## config.mk

```make
export PLATFORM = sky130hd
export DESIGN_NAME = seq_lock_ctrl_flat
export DESIGN_NICKNAME = d
export VERILOG_FILES = /design/src/rtl/seq_lock_pkg.sv /design/src/rtl/seq_lock_ctrl_if.sv /design/src/rtl/seq_lock_ctrl_timer.sv /design/src/rtl/seq_lock_ctrl.sv /design/src/flat_wrapper.sv
export SDC_FILE = /design/constraint.sdc
export NUM_CORES = 1
export LEC_CHECK = 0
export CORE_MARGIN = 2
export CORE_UTILIZATION = 48
export CTS_BUF_LIST = sky130_fd_sc_hd__clkbuf_4 sky130_fd_sc_hd__clkbuf_8 sky130_fd_sc_hd__clkbuf_16
export DETAILED_ROUTE_END_ITERATION = 16
export PLACE_DENSITY = 0.73
export SLEW_MARGIN = 20
export SYNTH_ARGS = -nofsm -noshare
export SYNTH_HDL_FRONTEND = slang
export SYNTH_SLANG_ARGS = --single-unit
```

## constraint.sdc

```tcl
create_clock -name i_clock -period 1.4 [get_ports i_clock]
set_input_delay 0.21 -clock i_clock [delete_from_list [all_inputs] [get_ports i_clock]]
set_output_delay 0.21 -clock i_clock [all_outputs]
set_load 0.01 [all_outputs]
```

## src/rtl/seq_lock_pkg.sv

```systemverilog
// seq_lock_pkg: state encoding, default parameters and sizing helper for seq_lock_ctrl
package seq_lock_pkg;
    typedef enum logic [2:0] {
        IDLE     = 3'd0,
        COLLECT  = 3'd1,
        UNLOCKED = 3'd2,
        FAILED   = 3'd3,
        LOCKOUT  = 3'd4
    } lock_state_t;
    localparam int DEF_PAT_W = 4;
    localparam logic [3:0] DEF_PATTERN = 4'b1010;
    localparam int DEF_HOLD_CYCLES = 8;
    localparam int DEF_MAX_FAIL = 3;
    localparam int DEF_LOCK_CYCLES = 32;
    localparam int DEF_TIMEOUT = 16;
    function automatic int max3(input int a, input int b, input int c);
        return a > b ? (a > c ? a : c) : (b > c ? b : c);
    endfunction
endpackage

```

## src/rtl/seq_lock_ctrl_if.sv

```systemverilog
// seq_lock_ctrl_if: button-entry strobes towards the lock, indicator and status lines back
interface seq_lock_ctrl_if;
    logic       i_bit_valid;
    logic       i_bit;
    logic       i_clear;
    logic       o_unlock;
    logic       o_fail;
    logic       o_locked;
    logic       o_busy;
    logic [1:0] o_fail_cnt;
    modport master (
        output i_bit_valid, i_bit, i_clear,
        input  o_unlock, o_fail, o_locked, o_busy, o_fail_cnt
    );
    modport slave (
        input  i_bit_valid, i_bit, i_clear,
        output o_unlock, o_fail, o_locked, o_busy, o_fail_cnt
    );
endinterface

```

## src/rtl/seq_lock_ctrl_timer.sv

```systemverilog
// seq_timer: loadable down-counter; o_done flags the final cycle of a loaded interval
module seq_timer #(
    parameter int W = 4
) (
    input  logic         i_clock,
    input  logic         i_reset,
    input  logic         i_load,
    input  logic [W-1:0] i_value,
    output logic         o_done
);
    logic [W-1:0] count;
    // reload on request, otherwise run down to zero and park there
    always_ff @(posedge i_clock) begin
        if (i_reset)
            count <= '0;
        else
            count <= i_load ? i_value : (count != '0 ? count - 1'b1 : count);
    end
    assign o_done = count == W'(1);
endmodule

```

## src/rtl/seq_lock_ctrl.sv

```systemverilog
// seq_lock_ctrl: bit-serial combination lock with timed indicators and lockout; define SEQ_LOCK_TIMEOUT_EN to abandon stalled entries
module seq_lock_ctrl
    import seq_lock_pkg::*;
#(
    parameter int               PAT_W       = DEF_PAT_W,
    parameter logic [PAT_W-1:0] PATTERN     = PAT_W'(DEF_PATTERN),
    parameter int               HOLD_CYCLES = DEF_HOLD_CYCLES,
    parameter int               MAX_FAIL    = DEF_MAX_FAIL,
    parameter int               LOCK_CYCLES = DEF_LOCK_CYCLES,
    parameter int               TIMEOUT     = DEF_TIMEOUT
) (
    input logic           i_clock,
    input logic           i_reset,
    seq_lock_ctrl_if.slave bus
);
    localparam int TW = $clog2(max3(HOLD_CYCLES, LOCK_CYCLES, TIMEOUT)) + 1;
    localparam int CW = $clog2(PAT_W + 1);
    lock_state_t    state;
    logic [PAT_W-2:0] code;
    logic [CW-1:0]  count;
    logic [1:0]     fail_cnt;
    logic           complete;
    logic           match;
    logic           lock_now;
    logic           tmr_load;
    logic           tmr_done;
    logic [TW-1:0]  tmr_value;
    // spot the strobe that completes the code and pick what the shared timer measures next
    always_comb begin
        complete = state == COLLECT && bus.i_bit_valid && !bus.i_clear && count == CW'(PAT_W - 1);
        match = {code, bus.i_bit} == PATTERN;
        lock_now = fail_cnt + 2'd1 == 2'(MAX_FAIL);
`ifdef SEQ_LOCK_TIMEOUT_EN
        tmr_load = bus.i_bit_valid && (state == IDLE || (state == COLLECT && !bus.i_clear));
        tmr_value = !complete ? TW'(TIMEOUT) : (!match && lock_now ? TW'(LOCK_CYCLES) : TW'(HOLD_CYCLES));
`else
        tmr_load = complete;
        tmr_value = !match && lock_now ? TW'(LOCK_CYCLES) : TW'(HOLD_CYCLES);
`endif
    end
    // entry sequencing, evaluation, timed holds and lockout
    always_ff @(posedge i_clock) begin
        if (i_reset) begin
            state <= IDLE;
            code <= '0;
            count <= '0;
            fail_cnt <= '0;
        end else begin
            case (state)
                IDLE: if (bus.i_bit_valid) begin
                    state <= COLLECT;
                    code <= (PAT_W-1)'(bus.i_bit);
                    count <= CW'(1);
                end
                COLLECT: if (bus.i_clear) begin
                    state <= IDLE;
                    code <= '0;
                    count <= '0;
                end else if (complete) begin
                    state <= match ? UNLOCKED : (lock_now ? LOCKOUT : FAILED);
                    fail_cnt <= match ? 2'd0 : fail_cnt + 2'd1;
                    code <= '0;
                    count <= '0;
                end else if (bus.i_bit_valid) begin
                    code <= (PAT_W-1)'({code, bus.i_bit});
                    count <= count + 1'b1;
                end
`ifdef SEQ_LOCK_TIMEOUT_EN
                else if (tmr_done) begin
                    state <= IDLE;
                    code <= '0;
                    count <= '0;
                end
`endif
                UNLOCKED, FAILED: if (bus.i_clear || tmr_done) state <= IDLE;
                LOCKOUT: if (tmr_done) begin
                    state <= IDLE;
                    fail_cnt <= '0;
                end
                default: state <= IDLE;
            endcase
        end
    end
    seq_timer #(.W(TW)) u_timer (
        .i_clock (i_clock),
        .i_reset (i_reset),
        .i_load  (tmr_load),
        .i_value (tmr_value),
        .o_done  (tmr_done)
    );
    assign bus.o_unlock = state == UNLOCKED;
    assign bus.o_fail = state == FAILED;
    assign bus.o_locked = state == LOCKOUT;
    assign bus.o_busy = state != IDLE;
    assign bus.o_fail_cnt = fail_cnt;
endmodule

```

## src/flat_wrapper.sv

```systemverilog
// flat-port wrapper written by rule: the top's interface ports become plain ports
module seq_lock_ctrl_flat import seq_lock_pkg::*;
#(
    parameter int               PAT_W       = DEF_PAT_W,
    parameter logic [PAT_W-1:0] PATTERN     = PAT_W'(DEF_PATTERN),
    parameter int               HOLD_CYCLES = DEF_HOLD_CYCLES,
    parameter int               MAX_FAIL    = DEF_MAX_FAIL,
    parameter int               LOCK_CYCLES = DEF_LOCK_CYCLES,
    parameter int               TIMEOUT     = DEF_TIMEOUT
)
  (i_clock, i_reset, bus_i_bit_valid, bus_i_bit, bus_i_clear, bus_o_unlock, bus_o_fail, bus_o_locked, bus_o_busy, bus_o_fail_cnt);
  seq_lock_ctrl_if bus_i ();
  input logic i_clock;
  input logic i_reset;
  input wire logic [$bits(bus_i.i_bit_valid)-1:0] bus_i_bit_valid;
  input wire logic [$bits(bus_i.i_bit)-1:0] bus_i_bit;
  input wire logic [$bits(bus_i.i_clear)-1:0] bus_i_clear;
  output wire logic [$bits(bus_i.o_unlock)-1:0] bus_o_unlock;
  output wire logic [$bits(bus_i.o_fail)-1:0] bus_o_fail;
  output wire logic [$bits(bus_i.o_locked)-1:0] bus_o_locked;
  output wire logic [$bits(bus_i.o_busy)-1:0] bus_o_busy;
  output wire logic [$bits(bus_i.o_fail_cnt)-1:0] bus_o_fail_cnt;
  assign bus_i.i_bit_valid = bus_i_bit_valid;
  assign bus_i.i_bit = bus_i_bit;
  assign bus_i.i_clear = bus_i_clear;
  assign bus_o_unlock = bus_i.o_unlock;
  assign bus_o_fail = bus_i.o_fail;
  assign bus_o_locked = bus_i.o_locked;
  assign bus_o_busy = bus_i.o_busy;
  assign bus_o_fail_cnt = bus_i.o_fail_cnt;
  seq_lock_ctrl #(.PAT_W(PAT_W), .PATTERN(PATTERN), .HOLD_CYCLES(HOLD_CYCLES), .MAX_FAIL(MAX_FAIL), .LOCK_CYCLES(LOCK_CYCLES), .TIMEOUT(TIMEOUT)) u_core (.i_clock(i_clock), .i_reset(i_reset), .bus(bus_i));
endmodule
```

# == Yosys cells after proc, flatten, opt, wreduce, memory -nomap -nowiden ==
# Cells that the tools add are included.
# totals
output_inout_bits,6
input_bits,5
wordCells,65
regBits,17
# op_classes
muxes,25
eq_ne,15
reduce_logical,17
addsub,3
# ops
operator,count
two-way mux 3 bit,14
two-way mux 6 bit,3
case mux 3 bit (2 select lines),2
case mux 3 bit (4 select lines),1
"== test 3 x 2 -> 1 bit, second input constant",3
two-way mux 2 bit,4
AND reduction 4 bit,2
"== test 6 x 1 -> 1 bit, second input constant",1
"inequality test 2 bit, second input constant",3
nonzero test 2 bit,3
nonzero test 6 bit,1
"subtractor 6 x 1 -> 6 bit, second input constant",1
"== test 4 bit, second input constant",1
logical AND 1 bit,4
"inequality test 2 x 1 -> 1 bit, second input constant",2
"inequality test 4 bit, second input constant",1
case mux 2 bit (2 select lines),1
"adder 3 x 1 -> 3 bit, second input constant",1
"== test 3 x 1 -> 1 bit, second input constant",1
"== test 3 bit, second input constant",1
logical NOT 3 bit,1
"inequality test 3 bit, second input constant",1
AND reduction 3 bit,1
nonzero test 3 bit,1
5 further kinds,6

# == Logic depth before layout (Yosys ltp) ==
# Gate-level depths: netlist of run 1.
# logic_depth
depth_word,7
ltp_mapped,6
depth_no_buf,5

# == Cells and area by module ==
# Synthesis of run 1 repeated with hierarchy kept, for this count alone.
# unflattened
hier_cells,125
hier_area_um2,1052.3
# by_module_without_submodules
mod,cells_per_inst,instances,area_per_inst_um2,seq_area_each_um2
seq_lock_ctrl,80,1,666.9,220.2
seq_timer,45,1,385.4,120.1

# == Worst setup path before layout of run 1 ==
# No wires, ideal clock.
# synth_timing
path_kind,reg2reg
start,register u_core.count[0]
end,register u_core.fail_cnt[0] (netlist: u_core.bus.o_fail_cnt[0])
required_ns,1.329
stages_incl_launch_ff,6
path_buffers,0
path_slack_ns,-0.200
setup_time_ns,0.071
arrival_time_ns,1.529
synth_period_minus_slack_ns,1.600
path_cell_list,dfxtp_1 ha_1 nor2b_1 nand3_4 or4_1 a21oi_1
# synth_via
elab_chain_len,4
# synth_rtl
item,line,rtl
"start, declared",seq_lock_ctrl.sv:20,logic [CW-1:0] count;
"start signal, assigned",seq_lock_ctrl.sv:66,count <= count + 1'b1;
== test 3 x 2 -> 1 bit,seq_lock_ctrl.sv:30,complete = state == COLLECT && bus.i_bit_valid && !bus.i_clear && count == CW'(PAT_W - 1);
logical AND 1 bit,seq_lock_ctrl.sv:30,
inequality test 2 bit (no line),-,
AND reduction 4 bit (no line),-,
"end signal, assigned",seq_lock_ctrl.sv:61,fail_cnt <= match ? 2'd0 : fail_cnt + 2'd1;
"end, declared",seq_lock_ctrl.sv:21,logic [1:0] fail_cnt;
# Every way passes these cells.
# A chain may end at the register's enable or synchronous reset.

# == Worst setup path in the final report of run 1 ==
# layout_timing
start,register u_core.state[2]
end,register u_core.count[0]
# layout_via
elab_chain_len,7
word_cells_on_any_way,12
cone_classes,3 x eq/ne; 3 x mux; 6 x reduce/logical
# layout_rtl
item,line,rtl
"start, declared",seq_lock_ctrl.sv:18,lock_state_t state;
"start signal, assigned",seq_lock_ctrl.sv:60,state <= match ? UNLOCKED : (lock_now ? LOCKOUT : FAILED);
== test 3 x 1 -> 1 bit,"seq_lock_ctrl.sv:30, seq_lock_ctrl.sv:49",
logical AND 1 bit (3 in a row),seq_lock_ctrl.sv:30,
two-way mux 3 bit,seq_lock_ctrl.sv:59,end else if (complete) begin
two-way mux 3 bit,seq_lock_ctrl.sv:55,COLLECT: if (bus.i_clear) begin
case mux 3 bit (2 select lines),seq_lock_ctrl.sv:49,case (state)
# Parallel ways exist; a longest one is shown, timed or not.

==> flow_summary_export.csv, run 1 <==
group,metric,value,unit
synthesis,synth_cells,115,
clock_tree,cts-root-buf,"clkbuf_4",
detailed_routing,wl_met1,1270,um
run_status,violations,"setup timing",
die,ios,11,
job,cap_violations,0,
detailed_routing,wl_per_cell,15.8,um
critical_path,critPathLaunchType,"register",
power,p_leak,0.582,nW
synthesis,synth-simple-area-share,36.6,%
synthesis,syn-cell-area,953,um2
timing,post-route-period-util,108,%
synthesis,synth_compound_area_share,15.9,%
timing,fin_ws,-0.114,ns
synthesis,synth_fa_ha_area_share,5.25,%
timing,finalClockSkew,0.00237,ns
run_status,status,"complete, but fails checks",
detailed_routing,drt_iter0_markers,43,
die,start_util,49.6,%
timing,finalHoldViolations,0,
timing,timing.slew.headroom,71.2,%
critical_path,path_max_fanout,5,
clock_tree,cts_hold_buffers,0,
global_route,grt_pass1_wl,4680,um
synthesis,synth_cell_type_count,39,
cells_and_area,drive_gt1_share,46.5,%
global_route,gr-total-overflow,0,
min_path,hold_path.class,"register to register",
synthesis,synth_nets,124,
critical_path,end_kind,"register",
detailed_routing,firstDrtPassIters,5,
timing,tightest_slew,0.428,ns
power,power.density,1140,nW/um2
detailed_routing,dr.max_layer_used,"met4",
synthesis,synth_edf_count,0,
detailed_routing,vias_per_cell,5.69,
synthesis,synthArstFlopShare,0,%
critical_path,crit_type,"register to register",
clock_tree,numCtsBuffers,3,
timing,fin_crit,1.51,ns
cells_and_area,area_delta_synth_final,57.0,%
critical_path,required,1.59,ns
detailed_routing,num_vias,1035,
clock_tree,clk_pin_slew_worst_paths,0.10,ns
timing,setup_viol,18,
clock_tree,htreeDepth,1,
cells_and_area,fin_util,77.9,%
die,rows,16,
clock_tree,cts_buffer_depth,2,
clock_tree,tritoncts,"done",
global_route,grt_pass1_vias,1060,
synthesis,synth_top_family_by_area,"simple AND/OR/NAND/NOR gates",
power,power.total,0.00171,W
power,peakVddDrop,1.27,mV
detailed_routing,wl_met2,1430,um
timing,finalSetupTns,-1.06,ns
synthesis,synth.avg_cell_area,8.29,um2
clock_tree,insertion_delay,0.29,ns
synthesis,ys_warn_count,0,
cells_and_area,final_nets,165,
synthesis,ys.flop_type,"dfxtp_1",
clock_tree,cts.sinks,17,
cells_and_area,antennaDiodeCount,0,
placement,dp_cells,174,
placement,globalplace.congestion,0.862,
die,die_area,2360,um2
detailed_routing,drt-total-wl,2880,um
placement,place_hpwl,1850,um
placement,port-buffer-count,10,
detailed_routing,drc,0,
placement,pre_cts_slack,-0.499,ns
cells_and_area,instances_no_fill,182,
die,die-height,48.6,um
synthesis,muxShareOfSynthArea,0,%
critical_path,critPathArrivalTime,1.70,ns
die,fp.dieW,48.6,um
synthesis,synth-seq-area-share,35.7,%
detailed_routing,met3_length,151,um
global_route,grt_max_degree,20,
cells_and_area,fill_cells,138,
global_route,grt_antenna_before_repair,0,
global_route,grtUsageTotal,25.2,%
timing,max_freq,0.660,GHz
synthesis,synth_xor_area_share,2.76,%
timing,final_max_slew_viol_count,0,
die,core-area,1920,um2
synthesis,ys_ff_latch,17,
detailed_routing,ant_nets,0,
timing,rsz0062_at_grt,"true",
critical_path,ff2ff_setup_slack,-0.11,ns
==> report_power, final <==
| group | switching [W] | internal (W) | leakage, nW | total [W] |
|---|---|---|---|---|
| clock network | 0.000162 | 0.000130 | 0.0184 | 0.000293 |
| logic | 0.000378 | 0.000414 | 0.422 | 0.000792 |
| registers | 0.0000749 | 0.000548 | 0.142 | 0.000623 |
| total | 0.000616 | 0.00109 | 0.582 | 0.00171 |
==> layout by cell type (no fill, tap or decap), types with 3 or more instances in the layout <==
cell type        count
a211oi_2             3
inv_1                4
nand3_1              6
buf_2                3
dfxtp_1             12
a21oi_1              4
nor2_1              12
nor3_1               4
a21oi_2              4
clkbuf_4             4
ha_1                 3
buf_6                5
buf_4               26
dfxtp_4              3
clkdlybuf4s50_1      4
nand2_1              8
==> cell families after synthesis <==
group / after synthesis
DFF: 17
and+or+nand+nor: 59
AOI/OAI and AO/OA: 23
xor gates and xnor gates: 3
buffers and inverters: 9
adders and majority gates: 4
==> synth_stat cells, types with 2 or more instances <==
master,n,area [um2]
nand3b_1,2,15.0
a211oi_1,4,30.0
nand4_1,2,12.5
inv_1,4,15.0
o21ai_0,3,15.0
nand2_1,10,37.5
xor2_1,2,17.5
buf_2,2,10.0
a32oi_1,2,17.5
dfxtp_1,17,340
nor2b_1,2,12.5
nand3_1,7,35.0
or4_1,2,15.0
ha_1,4,50.1
nor2_1,13,48.8
clkbuf_1,2,7.51
nor3_1,5,25.0
nand2b_1,3,18.8
a21oi_1,8,40.0
and3_1,2,12.5
==> state kept, by name, summed over array words and instances, names as in the netlist <==
| register | count |
|---|---|
| u_core.code | 3 |
| u_core.count | 3 |
| u_core.state | 3 |
| u_core.u_timer.count | 6 |
| u_core.bus.o_fail_cnt | 2 |
==> path summary, 6_finish.rpt <==
check / cells past startpoint / startpoint / end
worst max-delay path: 5 / u_core.state[2] / u_core.count[0]
worst max register to register: 5 / u_core.state[2] / u_core.count[0]
worst min register to register: 2 / u_core.code[0] / u_core.code[0]
worst min-delay path: 2 / u_core.code[0] / u_core.code[0]
==> critical path: stages (launching register included) <==
cell     delay (ns)
dfxtp_4        0.38
nor4b_4        0.39
buf_4          0.19
and3_4         0.25
o311a_1        0.16
nor3_1         0.05
==> through the flow <==
step	hold WS [ns]	instance area, um2
6_report	0.500	1500
5_1_grt	0.546	1500
4_1_cts	0.501	1430
3_5_place_dp	0.485	1290
3_3_place_gp	0.470	1290
2_1_floorplan	0.374	967
==> per-layer routing <==
layer,global-route usage [%],vias up
met2,42.1,41
li1,-,501
met3,4.32,6
met5,0,-
met4,8.57,0
met1,33.1,487
==> layout make-up <==
| type | instances | area (um2) | share of cell area, % |
|---|---|---|---|
| repair buffers | 41 | 344 | 23.0 |
| multi-input cells | 89 | 719 | 48.1 |
| clock buffers | 4 | 30.0 | 2.01 |
| flip-flops and latches | 17 | 354 | 23.7 |
| well taps | 27 | 33.8 | 2.26 |
| inverters | 4 | 15.0 | 1.00 |
==> repair_timing <==
item / CTS / global route
endpoints found under the setup margin: 18 / 21
pin swaps: 9 / 10
setup buffers: 3 / 1
resized for setup: 45 / 18
No activity file was read; power rests on OpenSTA's default activity.
==> run 2: changes to the inputs <==
==> constraint.sdc (replaced) <==
create_clock -name i_clock -period 1.25 [get_ports i_clock]
set_input_delay 0.1875 -clock i_clock [delete_from_list [all_inputs] [get_ports i_clock]]
set_output_delay 0.1875 -clock i_clock [all_outputs]
set_load 0.01 [all_outputs]
==> flow_summary_export.csv, run 2 (synthesized netlist as in run 1, its figures left out) <==
group,metric,value,unit
critical_path,cp_top_family,"simple AND/OR/NAND/NOR gates",
timing,max_freq,0.671,GHz
detailed_routing,ant_nets,0,
cells_and_area,seq_area,353,um2
cells_and_area,multiInputGateArea,712,um2
critical_path,crit_type,"register to register",
power,pwr-share-seq,35.5,%
min_path,hold_path.class,"primary input to register",
clock_tree,htreeDepth,1,
placement,pre_cts_slack,-0.621,ns
cells_and_area,final_cell_mix,"buf_4, nor2_1, dfxtp_1, nand2_1, buf_6",
timing,finalHoldViolations,0,
power,comb_power_share,47.6,%
placement,place_hpwl,1970,um
die,ios,11,
clock_tree,clk_pin_slew_worst_paths,0.10,ns
cells_and_area,largest_register_ffs,6,
placement,globalplace.congestion,0.873,
job,cap_violations,0,
clock_tree,cts-root-buf,"clkbuf_4",
clock_tree,tritoncts,"done",
critical_path,required,1.49,ns
detailed_routing,drc,0,
min_path,hold_start,"bus_i_bit",
timing,tightest_slew,0.380,ns
timing,setup_viol,21,
power,peakVddDrop,1.39,mV
cells_and_area,fill_cells,137,
cells_and_area,drive_gt1_share,47.2,%
critical_path,r2r-start,"u_core.state[1]",
timing,post-route-period-util,119,%
timing,fin_ws,-0.239,ns
global_route,gr-total-overflow,0,
timing,finalClockSkew,0.00416,ns
clock_tree,numCtsBuffers,3,
global_route,grt_pass1_vias,1032,
placement,port-buffer-count,10,
critical_path,slowest_stage,"or4_1",
die,start_util,49.6,%
power,power_switching,0.000709,W
critical_path,r2r_cells,4,
cells_and_area,final_common_cell,"buf_4",
die,core-area,1920,um2
detailed_routing,firstDrtPassIters,6,
critical_path,critPathLaunchType,"register",
global_route,grtUsageTotal,25.8,%
critical_path,critical_path_buf_inv_count,0,
critical_path,max_stage_delay,0.42,ns
timing,rsz0062_at_grt,"true",
critical_path,crit_start,"u_core.state[1]",
clock_tree,cts.sinks,17,
detailed_routing,drt-total-wl,2920,um
critical_path,path_max_fanout,4,
timing,fin_crit,1.49,ns
cells_and_area,antennaDiodeCount,0,
die,fp.dieW,48.6,um
timing,final_max_slew_viol_count,0,
clock_tree,insertion_delay,0.30,ns
power,power.density,1280,nW/um2
cells_and_area,final_nets,171,
timing,timing.slew.headroom,74.5,%
power,p_int,0.00124,W
critical_path,critPathArrivalTime,1.73,ns
critical_path,cp_cell_sequence,"nor4b_4 > nand3_4 > or4_1 > a21oi_1",
global_route,grt_max_degree,11,
clock_tree,cts_buffer_depth,2,
die,rows,16,
cells_and_area,fin_util,79.6,%
run_status,status,"complete, but fails checks",
power,pwr-share-clk,17.0,%
power,p_leak,0.616,nW
power,netSwitchingFraction,36.3,%
global_route,grt_antenna_before_repair,0,
critical_path,path_depth,4,
power,power.total,0.00195,W
detailed_routing,drt_iter0_markers,29,
min_path,hold_path_depth,4,
die,die_area,2360,um2
cells_and_area,largest-register,"u_core.u_timer.count",
die,die-height,48.6,um
detailed_routing,wl_per_cell,15.5,um
critical_path,end_kind,"register",
run_status,violations,"setup timing",
detailed_routing,vias_per_cell,5.74,
global_route,grt_pass1_wl,4760,um
cells_and_area,area_delta_synth_final,60.4,%
detailed_routing,num_vias,1080,
[run 2: layout make-up]
| type | count | area share [%] |
|---|---|---|
| clock buffers | 4 | 1.96 |
| well taps | 27 | 2.21 |
| inverters | 4 | 0.982 |
| flip-flops and latches | 17 | 23.1 |
| repair buffers | 47 | 25.2 |
| multi-input cells | 89 | 46.6 |
[run 2: path summary, 6_finish.rpt]
path,end,slack [ns]
worst max register to register,u_core.bus.o_fail_cnt[0],-0.24
worst min-delay path,u_core.code[0],0.41
worst max-delay path,u_core.bus.o_fail_cnt[0],-0.24
worst min register to register,u_core.count[1],0.54
[run 2: worst min-delay path: stages]
cell            delay, ns
dlymetal6s2s_1       0.14
buf_6                0.13
nand4_1              0.12
a21oi_1              0.09
[run 2: power by group through the flow]
| stage | Sequential (W) | Clock [W] | Combinational (W) |
|---|---|---|---|
| floorplan | 0.000692 | 0 | 0.000451 |
| global placement | 0.000693 | 0 | 0.000760 |
| detailed placement | 0.000700 | 0 | 0.000803 |
| CTS | 0.000688 | 0.000336 | 0.000837 |
| global route | 0.000704 | 0.000364 | 0.00102 |
| finish | 0.000692 | 0.000331 | 0.000929 |
[run 2: metrics by stage]
stage | std cells | hold slack (ns) | cell area, um2 | TNS, ns
2_1_floorplan | 115 | 0.352 | 990 | -0.810
3_3_place_gp | 179 | 0.490 | 1340 | -8.65
3_5_place_dp | 179 | 0.512 | 1340 | -9.32
4_1_cts | 187 | 0.541 | 1440 | -3.31
5_1_grt | 188 | 0.393 | 1530 | -4.69
6_report | 188 | 0.405 | 1530 | -3.41
[run 2: routing by layer]
layer,global-route usage (%),routed length [um]
met1,32.7,1300
met2,42.8,1450
met3,3.40,83
met4,13.3,81
met5,0,0
[run 2: what timing repair did]
action / CTS / global route
setup buffers: 4 / 1
resized for setup: 38 / 21
setup endpoints to repair: 22 / 22
hold buffers: 0 / 0
hold endpoints to repair: 0 / 0
cloned: 0 / 0
pin swaps: 10 / 7
